`config.mk`:
```
export PLATFORM = sky130hd
export DESIGN_NAME = riscv_mc_controller
export DESIGN_NICKNAME = d
export VERILOG_FILES = /design/src/rtl/riscv_mc_pkg.sv /design/src/rtl/riscv_mc_controller_aludec.sv /design/src/rtl/riscv_mc_controller.sv
export SDC_FILE = /design/constraint.sdc
export NUM_CORES = 1
export LEC_CHECK = 0
export BUFFER_PORTS_ARGS = -buffer_cell sky130_fd_sc_hd__buf_4
export CAP_MARGIN = 10
export CORE_MARGIN = 2
export CORE_UTILIZATION = 45
export CTS_CLUSTER_DIAMETER = 50
export DETAILED_ROUTE_END_ITERATION = 8
export PLACE_DENSITY = 0.79
export SYNTH_ARGS = -nofsm -noshare
export SYNTH_HDL_FRONTEND = slang
export SYNTH_HIERARCHICAL = 1
export SYNTH_SLANG_ARGS = --single-unit
```
`constraint.sdc`:
```
create_clock -name clk -period 3.9 [get_ports clk]
set_input_delay 0.585 -clock clk [delete_from_list [all_inputs] [get_ports clk]]
set_output_delay 0.585 -clock clk [all_outputs]
set_load 0.1 [all_outputs]
```
`src/rtl/riscv_mc_pkg.sv`:
```
// Shared encodings for the multicycle RV32I controller and its decoders.
package riscv_mc_pkg;

    localparam int unsigned OP_W     = 7;
    localparam int unsigned ALUC_W   = 3;
    localparam int unsigned ALUOP_W  = 2;
    localparam int unsigned IMMSRC_W = 2;
    localparam int unsigned SEL_W    = 2;

    typedef enum logic [3:0] {
        FETCH    = 4'd0,
        DECODE   = 4'd1,
        MEMADR   = 4'd2,
        MEMREAD  = 4'd3,
        MEMWB    = 4'd4,
        MEMWRITE = 4'd5,
        EXECR    = 4'd6,
        EXECI    = 4'd7,
        JAL      = 4'd8,
        ALUWB    = 4'd9,
        BEQ      = 4'd10
    } state_t;

    localparam logic [OP_W-1:0] OP_LOAD  = 7'b0000011;
    localparam logic [OP_W-1:0] OP_STORE = 7'b0100011;
    localparam logic [OP_W-1:0] OP_R     = 7'b0110011;
    localparam logic [OP_W-1:0] OP_I     = 7'b0010011;
    localparam logic [OP_W-1:0] OP_JAL   = 7'b1101111;
    localparam logic [OP_W-1:0] OP_BEQ   = 7'b1100011;

    localparam logic [ALUOP_W-1:0] ALUOP_ADD   = 2'b00;
    localparam logic [ALUOP_W-1:0] ALUOP_SUB   = 2'b01;
    localparam logic [ALUOP_W-1:0] ALUOP_FUNCT = 2'b10;

    localparam logic [ALUC_W-1:0] ALU_ADD = 3'b000;
    localparam logic [ALUC_W-1:0] ALU_SUB = 3'b001;
    localparam logic [ALUC_W-1:0] ALU_AND = 3'b010;
    localparam logic [ALUC_W-1:0] ALU_OR  = 3'b011;
    localparam logic [ALUC_W-1:0] ALU_SLT = 3'b101;

    localparam logic [IMMSRC_W-1:0] IMM_I = 2'b00;
    localparam logic [IMMSRC_W-1:0] IMM_S = 2'b01;
    localparam logic [IMMSRC_W-1:0] IMM_B = 2'b10;
    localparam logic [IMMSRC_W-1:0] IMM_J = 2'b11;

    localparam logic [SEL_W-1:0] SRCA_PC    = 2'b00;
    localparam logic [SEL_W-1:0] SRCA_OLDPC = 2'b01;
    localparam logic [SEL_W-1:0] SRCA_RS1   = 2'b10;

    localparam logic [SEL_W-1:0] SRCB_RS2   = 2'b00;
    localparam logic [SEL_W-1:0] SRCB_IMM   = 2'b01;
    localparam logic [SEL_W-1:0] SRCB_FOUR  = 2'b10;

    localparam logic [SEL_W-1:0] RES_ALUOUT = 2'b00;
    localparam logic [SEL_W-1:0] RES_DATA   = 2'b01;
    localparam logic [SEL_W-1:0] RES_ALURES = 2'b10;

    // Immediate format selected purely by opcode; unknown opcodes fall back to I.
    function automatic logic [IMMSRC_W-1:0] imm_decode(input logic [OP_W-1:0] op);
        case (op)
            OP_LOAD, OP_I: imm_decode = IMM_I;
            OP_STORE:      imm_decode = IMM_S;
            OP_BEQ:        imm_decode = IMM_B;
            OP_JAL:        imm_decode = IMM_J;
            default:       imm_decode = IMM_I;
        endcase
    endfunction

endpackage

```
`src/rtl/riscv_mc_controller_aludec.sv`:
```
// ALU control decode from aluop and instruction function fields.
module riscv_mc_controller_aludec
    import riscv_mc_pkg::*;
(
    input  logic [ALUOP_W-1:0] aluop,
    input  logic [2:0]         funct3,
    input  logic               op5,
    input  logic               funct7b5,
    output logic [ALUC_W-1:0]  alucontrol
);

    // funct3 only matters for ALU-class instructions; sub needs both R-type and funct7b5.
    always_comb begin
        alucontrol = ALU_ADD;
        case (aluop)
            ALUOP_ADD: alucontrol = ALU_ADD;
            ALUOP_SUB: alucontrol = ALU_SUB;
            ALUOP_FUNCT: begin
                case (funct3)
                    3'b000:  alucontrol = (op5 & funct7b5) ? ALU_SUB : ALU_ADD;
                    3'b010:  alucontrol = ALU_SLT;
                    3'b110:  alucontrol = ALU_OR;
                    3'b111:  alucontrol = ALU_AND;
                    default: alucontrol = ALU_ADD;
                endcase
            end
            default: alucontrol = ALU_ADD;
        endcase
    end

endmodule

```
`src/rtl/riscv_mc_controller.sv`:
```
// Main control FSM for the multicycle RV32I core with a stallable memory port.
module riscv_mc_controller
    import riscv_mc_pkg::*;
#(
    parameter state_t RESET_STATE = FETCH
) (
    input  logic                clk,
    input  logic                rst_n,
    input  logic [OP_W-1:0]     op,
    input  logic [2:0]          funct3,
    input  logic                funct7b5,
    input  logic                zero,
    input  logic                mem_ready,
    output logic [IMMSRC_W-1:0] immsrc,
    output logic [ALUC_W-1:0]   alucontrol,
    output logic [SEL_W-1:0]    alusrca,
    output logic [SEL_W-1:0]    alusrcb,
    output logic [SEL_W-1:0]    resultsrc,
    output logic                adrsrc,
    output logic                irwrite,
    output logic                pcwrite,
    output logic                memwrite,
    output logic                regwrite,
    output logic                illegal_instr
);

    state_t               state;
    state_t               state_next;
    logic [ALUOP_W-1:0]   aluop_c;
    logic                 irwrite_c;
    logic                 pcupdate_c;
    logic                 branch_c;
    logic                 memwrite_c;
    logic                 regwrite_c;
    logic                 illegal_c;

    // State register; reset abandons any in-flight instruction.
    always_ff @(posedge clk or negedge rst_n) begin
        if (!rst_n) begin
            state <= RESET_STATE;
        end else begin
            state <= state_next;
        end
    end

    // Next-state and per-state control decode.
    always_comb begin
        state_next = state;
        aluop_c    = ALUOP_ADD;
        alusrca    = SRCA_PC;
        alusrcb    = SRCB_RS2;
        resultsrc  = RES_ALUOUT;
        adrsrc     = 1'b0;
        irwrite_c  = 1'b0;
        pcupdate_c = 1'b0;
        branch_c   = 1'b0;
        memwrite_c = 1'b0;
        regwrite_c = 1'b0;
        illegal_c  = 1'b0;

        case (state)
            FETCH: begin
                alusrca    = SRCA_PC;
                alusrcb    = SRCB_FOUR;
                resultsrc  = RES_ALURES;
                irwrite_c  = mem_ready;
                pcupdate_c = mem_ready;
                if (mem_ready) begin
                    state_next = DECODE;
                end
            end
            DECODE: begin
                alusrca = SRCA_OLDPC;
                alusrcb = SRCB_IMM;
                case (op)
                    OP_LOAD, OP_STORE: state_next = MEMADR;
                    OP_R:              state_next = EXECR;
                    OP_I:              state_next = EXECI;
                    OP_JAL:            state_next = JAL;
                    OP_BEQ:            state_next = BEQ;
                    default: begin
                        state_next = FETCH;
                        illegal_c  = 1'b1;
                    end
                endcase
            end
            MEMADR: begin
                alusrca    = SRCA_RS1;
                alusrcb    = SRCB_IMM;
                state_next = op[5] ? MEMWRITE : MEMREAD;
            end
            MEMREAD: begin
                adrsrc    = 1'b1;
                resultsrc = RES_ALUOUT;
                if (mem_ready) begin
                    state_next = MEMWB;
                end
            end
            MEMWB: begin
                resultsrc  = RES_DATA;
                regwrite_c = 1'b1;
                state_next = FETCH;
            end
            MEMWRITE: begin
                adrsrc     = 1'b1;
                resultsrc  = RES_ALUOUT;
                memwrite_c = 1'b1;
                if (mem_ready) begin
                    state_next = FETCH;
                end
            end
            EXECR: begin
                alusrca    = SRCA_RS1;
                alusrcb    = SRCB_RS2;
                aluop_c    = ALUOP_FUNCT;
                state_next = ALUWB;
            end
            EXECI: begin
                alusrca    = SRCA_RS1;
                alusrcb    = SRCB_IMM;
                aluop_c    = ALUOP_FUNCT;
                state_next = ALUWB;
            end
            JAL: begin
                alusrca    = SRCA_OLDPC;
                alusrcb    = SRCB_FOUR;
                resultsrc  = RES_ALUOUT;
                pcupdate_c = 1'b1;
                state_next = ALUWB;
            end
            ALUWB: begin
                resultsrc  = RES_ALUOUT;
                regwrite_c = 1'b1;
                state_next = FETCH;
            end
            BEQ: begin
                alusrca    = SRCA_RS1;
                alusrcb    = SRCB_RS2;
                aluop_c    = ALUOP_SUB;
                resultsrc  = RES_ALUOUT;
                branch_c   = 1'b1;
                state_next = FETCH;
            end
            default: begin
                state_next = FETCH;
            end
        endcase
    end

    // Enables are forced low while reset is asserted, independent of mem_ready.
    assign irwrite       = rst_n & irwrite_c;
    assign pcwrite       = rst_n & (pcupdate_c | (branch_c & zero));
    assign memwrite      = rst_n & memwrite_c;
    assign regwrite      = rst_n & regwrite_c;
    assign illegal_instr = rst_n & illegal_c;

    // Immediate format follows the instruction register directly.
    assign immsrc = imm_decode(op);

    riscv_mc_controller_aludec u_aludec (
        .aluop      (aluop_c),
        .funct3     (funct3),
        .op5        (op[5]),
        .funct7b5   (funct7b5),
        .alucontrol (alucontrol)
    );

endmodule

```
After elaboration in Yosys (flattened, before gate mapping)
Cells that the tools add are included.
- input bits: 15
- bits in read-only memories: 0
- memories kept: 0
- bits in writable memories: 0
- flip-flop bits (word level): 4
- latch bits: 0
- add/sub/neg operators: 0
- div/mod/pow operators: 0
- bitwise gates (word level): 8
- shift operators: 0
- reductions and logical operators: 13
- order comparisons: 0
- mux-type cells: 22
- multipliers: 0
- equality and inequality tests: 24
- operators by type and width (cell ; number):
    $pmux 4 s6 ; 1
    $pmux 4 s5 ; 1
    $eq 4x3->1 const B ; 4
    $pmux 2 s2 ; 4
    $eq 7x6->1 const B ; 2
    $eq 7x7->1 const B ; 2
    $eq 4x4->1 const B ; 3
    $mux 4 ; 3
    $pmux 3 s4 ; 1
    $reduce_or 2->1 ; 6
    $eq 4x2->1 const B ; 2
    $mux 1 ; 8
    $and 1x1->1 ; 7
    $eq 7x2->1 const B ; 1
    $eq 7x5->1 const B ; 1
    $eq 3x3->1 const B ; 2
    $ne 2x2->1 const B ; 3
    $pmux 2 s3 ; 1
    $pmux 3 s2 ; 1
    $reduce_or 3->1 ; 2
    $reduce_or 6->1 ; 1
    $eq 4x1->1 const B ; 1
    $logic_not 4->1 ; 1
    $reduce_or 4->1 ; 1
    other kinds (8) ; 8

Logic depth before layout (Yosys ltp)
Gate-level depths: netlist of the first run.
- depth in word-level cells: 5
- depth in mapped cells: 6
- mapped depth without buffers: 6

Hierarchy
Netlist of the first run, hierarchy kept.
- by module, submodules not included (module ; times used ; area an instance (um^2) ; cells an instance):
    riscv_mc_controller ; 1 ; 543.0 ; 73
    riscv_mc_controller_aludec ; 1 ; 96.3 ; 11

Worst setup path after synthesis of the first run
OpenSTA, ideal clock, no wires.
- path type: reg-to-output
- start: register state[2]
- end: output pcwrite
- buffers on the path: 1
- stages on the path, launching flop included: 5
- data required time: 3.315 ns
- path slack: -2.030 ns
- arrival: 5.345 ns
- cell sequence: dfrtp_1 > clkbuf_1 > nor3_1 > o21ai_0 > a21boi_0
- longest elaborated chain between the ends: 5
- elaborated cells between the ends (all ways): 8
- ends and longest elaborated chain (item ; line ; source):
    start: declaration ; riscv_mc_controller.sv:27 ; state_t state;
    start signal: assignment ; riscv_mc_controller.sv:42 ; state <= state_next;
    $eq 4x4->1 ; riscv_mc_controller.sv:61 ; case (state)
    $mux 1 ; riscv_mc_controller.sv:61 ;
    $and 1x1->1 ; riscv_mc_controller.sv:152 ; assign pcwrite = rst_n & (pcupdate_c | (branch_c & zero));
    $or 1x1->1 * ; riscv_mc_controller.sv:152 ;
    $and 1x1->1 * ; riscv_mc_controller.sv:152 ;
    end: declaration ; riscv_mc_controller.sv:21 ; output logic pcwrite,
Every way passes the cells marked *; elsewhere a longest branch is shown, timed or not.

Worst setup path in the final report of the first run
- start: register state[2]
- end: output alucontrol[2]
- longest elaborated chain between the ends: 5
- elaborated cells between the ends (all ways): 8
- ends and longest elaborated chain (item ; line ; source):
    $eq 4x3->1 ; riscv_mc_controller.sv:61 ;
    $reduce_or 2->1 (no source line) ; - ;
    $pmux 2 s2 * ; riscv_mc_controller.sv:61 ;
    named net aluop_c[1] ; riscv_mc_controller.sv:29 ; logic [ALUOP_W-1:0] aluop_c;
    $eq 2x2->1 or $eq 2x1->1 (tied branches) ; riscv_mc_controller_aludec.sv:15 ; case (aluop)
    $pmux 3 s2 * ; riscv_mc_controller_aludec.sv:15 ;
    end: declaration ; riscv_mc_controller.sv:15 ; output logic [ALUC_W-1:0] alucontrol,
Mark *: on every way through the listed nets, which the timed path passes. The rest lies on a longest branch.

==> results of run 1 <==
-- critical path: stages (launching register included) --
cell and delay, ns:
dfrtp_1 0.64, nor2b_1 0.37, and2_1 0.23, ha_1 0.29
nor4b_2 0.29, buf_4 0.34
-- cell usage after synthesis (2+ instances only) --
cell type  count  area [um^2]
nand2b_1       3        18.77
nor2_1         8        30.03
inv_1          5        18.77
o21a_1         3        22.52
nor4_1         2        12.51
nor3_1         2        10.01
nand2_1        8        30.03
ha_1           2        25.02
dfrtp_1        4        100.1
clkbuf_1       4        15.01
a21oi_1        2        10.01
nor3b_1        3        22.52
mux2i_1        2        20.02
nor2b_1        3        18.77
o21ai_0        3        15.01
and3_1         2        12.51
o22ai_1        2        12.51
-- cells by family after synthesis --
family	Yosys count
adder cells (fa/ha/maj)	2
multiplexers	2
flip-flops	4
buffers and inverters	11
AND/OR/NAND/NOR	43
XOR/XNOR	2
AO/OA/AOI/OAI	20
-- power groups by stage --
| stage | Sequential, mW | Combinational [mW] | Clock, mW |
|---|---|---|---|
| 2_1_floorplan | 0.0531 | 0.395 | 0 |
| 4_1_cts | 0.0864 | 0.436 | 0.0533 |
| 6_report | 0.0869 | 0.434 | 0.0519 |
| 3_3_place_gp | 0.0857 | 0.434 | 0 |
| 5_1_grt | 0.0902 | 0.452 | 0.0578 |
| 3_5_place_dp | 0.0861 | 0.434 | 0 |
-- metal layers --
| metal | wire (um) | GRT usage, % |
|---|---|---|
| met2 | 851 | 33.44 |
| met5 | 0 | 0 |
| met4 | 0 | 3.871 |
| met1 | 769 | 26.74 |
| met3 | 66 | 3.913 |
-- path summary, 6_finish.rpt --
kind / start / end / slack [ns] / cells after the start
setup / recovery: state[2] / alucontrol[2] / 0.92 / 5
hold / removal: rst_n / state[0] / 0.15 / 1
setup reg to reg: state[0] / state[0] / 1.93 / 4
hold reg to reg: state[3] / state[0] / 0.87 / 2
max in group asynchronous: rst_n / state[1] / 3.62 / 1
min in group clk: mem_ready / state[2] / 0.61 / 2
-- area by class of cell --
| cell class | instances | area (um^2) |
|---|---|---|
| Multi-Input combinational cell | 69 | 526.8 |
| Fill cell | 118 | 397.9 |
| Clock buffer | 3 | 22.52 |
| Sequential cell | 4 | 100.1 |
| Timing Repair Buffer | 31 | 232.7 |
| Tap cell | 15 | 18.77 |
| Inverter | 5 | 18.77 |
-- stage by stage --
stage,instances,setup slack [ns],instance area [um^2],hold slack [ns]
floorplan,84,-0.3444,671.9,0.2894
global placement,124,1.302,897.1,0.4030
detailed placement,124,1.184,897.1,0.4034
CTS,127,0.9136,919.6,0.1530
global route,127,0.7944,919.6,0.1494
finish,127,0.9231,919.6,0.1515
==> results.yml, run 1 <==
final_layout:
  synthToLayoutAreaGrowth_pct: 43.84
  drive_gt1_share_pct: 40.18
  layout_commonest_cell: "buf_4"
  reg_top3: "state (4)"
  top_register: "state"
  fin_util_pct: 69.80
  diodes: 0
  nets: 131
  largest_reg_flops: 4
  mostFrequentLayoutCells: "buf_4, nand2_1, nor2_1"
logic_synthesis:
  synthDistinctLibCells: 43
  syn-num-nets: 101
  ys_ff_latch: 4
  synthMuxAreaShare_pct: 3.131
  synth_area_um2: 639.4
  async_reset_ff_share_pct: 100.0
  synth-main-ff-cell: "dfrtp_1"
  yosys_warnings: 6
  synth_edf_count: 0
  synth_compound_area_share_pct: 24.07
  syn_avg_cell_area_um2: 7.611
  synth-xor-area-share_pct: 2.740
  synthAdderAreaFrac_pct: 3.914
  synth_top_family_by_area: "simple AND/OR/NAND/NOR gates"
  synthSimpleGateAreaFrac_pct: 43.44
  ys_seq_area_share_pct: 15.66
  syn_inst: 84
global_routing:
  grt.overflow.total: 0
  grt_pass1_vias: 632
  grt_pass1_wl_mm: 2.753
  grt_max_degree: 19
  antenna_found_initial: 0
  grt_usage_pct: 20.02
clocking:
  clk_pin_slew_ns: 0.04
  h-tree-depth: 1
  clk_latency_ns: 0.24
  clkSinkCount: 4
  cts_tree: "built"
  post_cts_buffers: 0
  cts_hold_repair.buffers: 0
  root_buffer: "clkbuf_4"
  clk_path_buf_depth: 2
  cts_buffers: 3
  cts_resized: 0
route:
  vias_per_cell: 5.638
  avgRoutedWirePerCell_um: 13.28
  first_iter_violations: 13
  drc: 0
  vias: 716
  detail-route-antenna-nets: 0
  drtPass1Iterations: 4
  drt_wl_total_mm: 1.686
die:
  fp.dieH_um: 41.70
  start_util_pct: 48.53
  die_area_mm2: 0.001738
  fp.dieW_um: 41.70
  rows: 13
  core_area_mm2: 0.001318
  ioPinCount: 32
sta:
  rsz0062_at_grt: "false"
  tns_ns: 0
  finalCritPeriodShare_pct: 76.33
  slew_viol_final: 0
  setup_violations: 0
  clock_skew_ns: 0.006852
  max_freq_ghz: 0.3359
  max-slew-margin-rel_pct: 59.32
  hold_violations: 0
  finalCriticalPeriod_ns: 2.977
  worst_pin_slew_ns: 0.6102
pwr:
  power.internal_uw: 201.5
  power_density_mw_per_mm2: 623.4
  netSwitchingFraction_pct: 64.85
  power_uw: 573.3
  comb_power_share_pct: 75.8
  p_clk_share_pct: 9.1
  p_sw_uw: 371.8
  leakage_nw: 0.4206
  peakVddDrop_mv: 0.4268
  pwr-share-seq_pct: 15.2
setup_path:
  worst-endpoint-arrival_ns: 2.39
  worstPathMaxFanout: 15
  required_ns: 3.31
  end_kind: "primary output"
  cp-start-kind: "flop"
  crit_type: "flop to primary output"
job:
  cap_viol_max_count: 0
run_status:
  outcome: "finished, final reports clean"
hold_path:
  hold_class: "primary input to asynchronous set/reset pin"
placed_design:
  place.port_buffers: 31
  dpl.hpwl_mm: 1.325
  gp_congestion: 0.7377
No activity file was read; power rests on OpenSTA's default activity.
==> run 2: changes to the inputs <==
- CORE_UTILIZATION: 45 -> 40
- PLACE_DENSITY: 0.79 -> 0.74
- clock period: 3.9 -> 2.6 ns (I/O delays scaled with it)
==> run 2 against run 1 <==
Against the previous run: largest cell class unchanged; cell count rose by 6.3%; hold slack improved by 0.27 ns; clock-buffer cell count is 1 higher.
==> results.yml, run 2 (synthesis results as in run 1) <==
setup_path:
  crit_type: "flop to primary output"
  r2r_slack_ns: 0.74
  cp-start-kind: "flop"
  end_kind: "primary output"
  worst-endpoint-arrival_ns: 2.05
  startpoint: "state[2]"
  r2r-end: "state[0]"
  ff2ff_path_depth: 5
  worstPathMaxFanout: 8
  rr_startpoint: "state[2]"
  required_ns: 2.21
clocking:
  clk_pin_slew_ns: 0.04
  clkSinkCount: 4
  root_buffer: "clkbuf_4"
  h-tree-depth: 1
  clk_path_buf_depth: 2
  cts_buffers: 3
  cts_tree: "built"
  clk_latency_ns: 0.24
route:
  drt_wl_total_mm: 1.881
  avgRoutedWirePerCell_um: 13.93
  vias_per_cell: 5.667
  drtPass1Iterations: 4
  detail-route-antenna-nets: 0
  drc: 0
  vias: 765
  first_iter_violations: 9
final_layout:
  reg_top3: "state (4)"
  diodes: 0
  synthToLayoutAreaGrowth_pct: 65.17
  nets: 137
  largest_reg_flops: 4
  drive_gt1_share_pct: 50.42
  layout_commonest_cell: "buf_4"
  top_register: "state"
  fill_cells: 143
  mostFrequentLayoutCells: "buf_4, nor2_1, nand2_1"
  stdcell_area_mm2: 0.001056
global_routing:
  grt_pass1_vias: 743
  grt_usage_pct: 22.07
  antenna_found_initial: 0
  grt_pass1_wl_mm: 3.222
  grt.overflow.total: 0
  grt_max_degree: 17
pwr:
  power.internal_uw: 332.8
  leakage_nw: 0.4789
  comb_power_share_pct: 78.1
  peakVddDrop_mv: 0.6294
  p_sw_uw: 584.9
  p_clk_share_pct: 9.7
  netSwitchingFraction_pct: 63.74
  power_density_mw_per_mm2: 869.0
  pwr-share-seq_pct: 12.2
die:
  start_util_pct: 42.44
  ioPinCount: 32
  fp.dieW_um: 43.98
  rows: 14
  fp.dieH_um: 43.98
  core_area_mm2: 0.001506
  die_area_mm2: 0.001934
sta:
  clock_skew_ns: 0.006095
  setup_violations: 0
  max-slew-margin-rel_pct: 73.84
  finalCriticalPeriod_ns: 2.439
  finalWorstSetupSlack_ns: 0.1605
  worst_pin_slew_ns: 0.3924
  finalCritPeriodShare_pct: 93.83
  slew_viol_final: 0
  max_freq_ghz: 0.4099
  hold_violations: 0
  holdWs_ns: 0.4220
  rsz0062_at_grt: "false"
placed_design:
  gp_congestion: 0.7351
  place_area_mm2: 0.001018
  place.port_buffers: 31
  dpl.hpwl_mm: 1.503
  dp_slack_ns: 0.3456
hold_path:
  hold_class: "primary input to flop"
  hold_start: "mem_ready"
  min_to: "state[2]"
  hold_depth: 2
job:
  cap_viol_max_count: 0
run_status:
  outcome: "finished, final reports clean"
run 2: changes by cell type in the layout (fill, tap and decap cells not counted), sizes merged:
cell	delta
clkbuf	+1
buf	+5
dlygate4sd3	+1
run 2: repair_timing:
item	in CTS	in global routing
endpoints found under the hold margin	4	0
hold buffers	1	0
buffers inserted	0	0
endpoints found under the setup margin	0	1
gates resized for setup	0	1
run 2: critical path, stage by stage (launching register included):
cell and delay (ns):
dfrtp_1 0.46, buf_4 0.20, or4b_4 0.52, inv_1 0.11, nand2_1 0.07, a41oi_2 0.14, buf_4 0.31
run 2: worst max path at each step:
stage | to | slack (ns) | depth (start not counted)
after floorplan | pcwrite | -0.51 | 4
after global placement | alucontrol[2] | 0.40 | 6
after detailed placement | alucontrol[2] | 0.35 | 6
after CTS | alucontrol[2] | 0.09 | 6
after global routing | alucontrol[0] | 0.06 | 6
final | illegal_instr | 0.16 | 6
run 2: layout make-up:
cell class,instances,area [um^2],share of cell area (%)
inverters,5,18.77,1.777
multi-input cells,69,608.1,57.58
clock buffers,4,26.28,2.488
repair buffers,37,280.3,26.54
well taps,16,20.02,1.896
flip-flops and latches,4,102.6,9.716
run 2: metrics by stage:
step                power [mW]  TNS (ns)  util [%]  cells
finish                  0.9177         0     70.10    135
global route            0.9639         0     70.10    135
CTS                     0.9186         0     70.02    135
detailed placement      0.8264         0     67.61    130
global placement        0.8220         0     67.61    130
floorplan               0.6948    -1.074         -     84
run 2: power groups by stage:
stage / logic, mW / registers (mW) / clock network [mW]
floorplan: 0.614 / 0.0805 / 0
global placement: 0.711 / 0.111 / 0
detailed placement: 0.715 / 0.112 / 0
CTS: 0.718 / 0.111 / 0.0894
global route: 0.752 / 0.115 / 0.0964
finish: 0.716 / 0.112 / 0.0890
run 2: routing by layer:
metal / up-vias / wire (um) / GRT usage (%)
li1: 379 / - / -
met1: 350 / 823 / 26.88
met2: 36 / 933 / 38.82
met3: 0 / 124 / 2.917
met4: 0 / 0 / 8.485
met5: - / 0 / 0
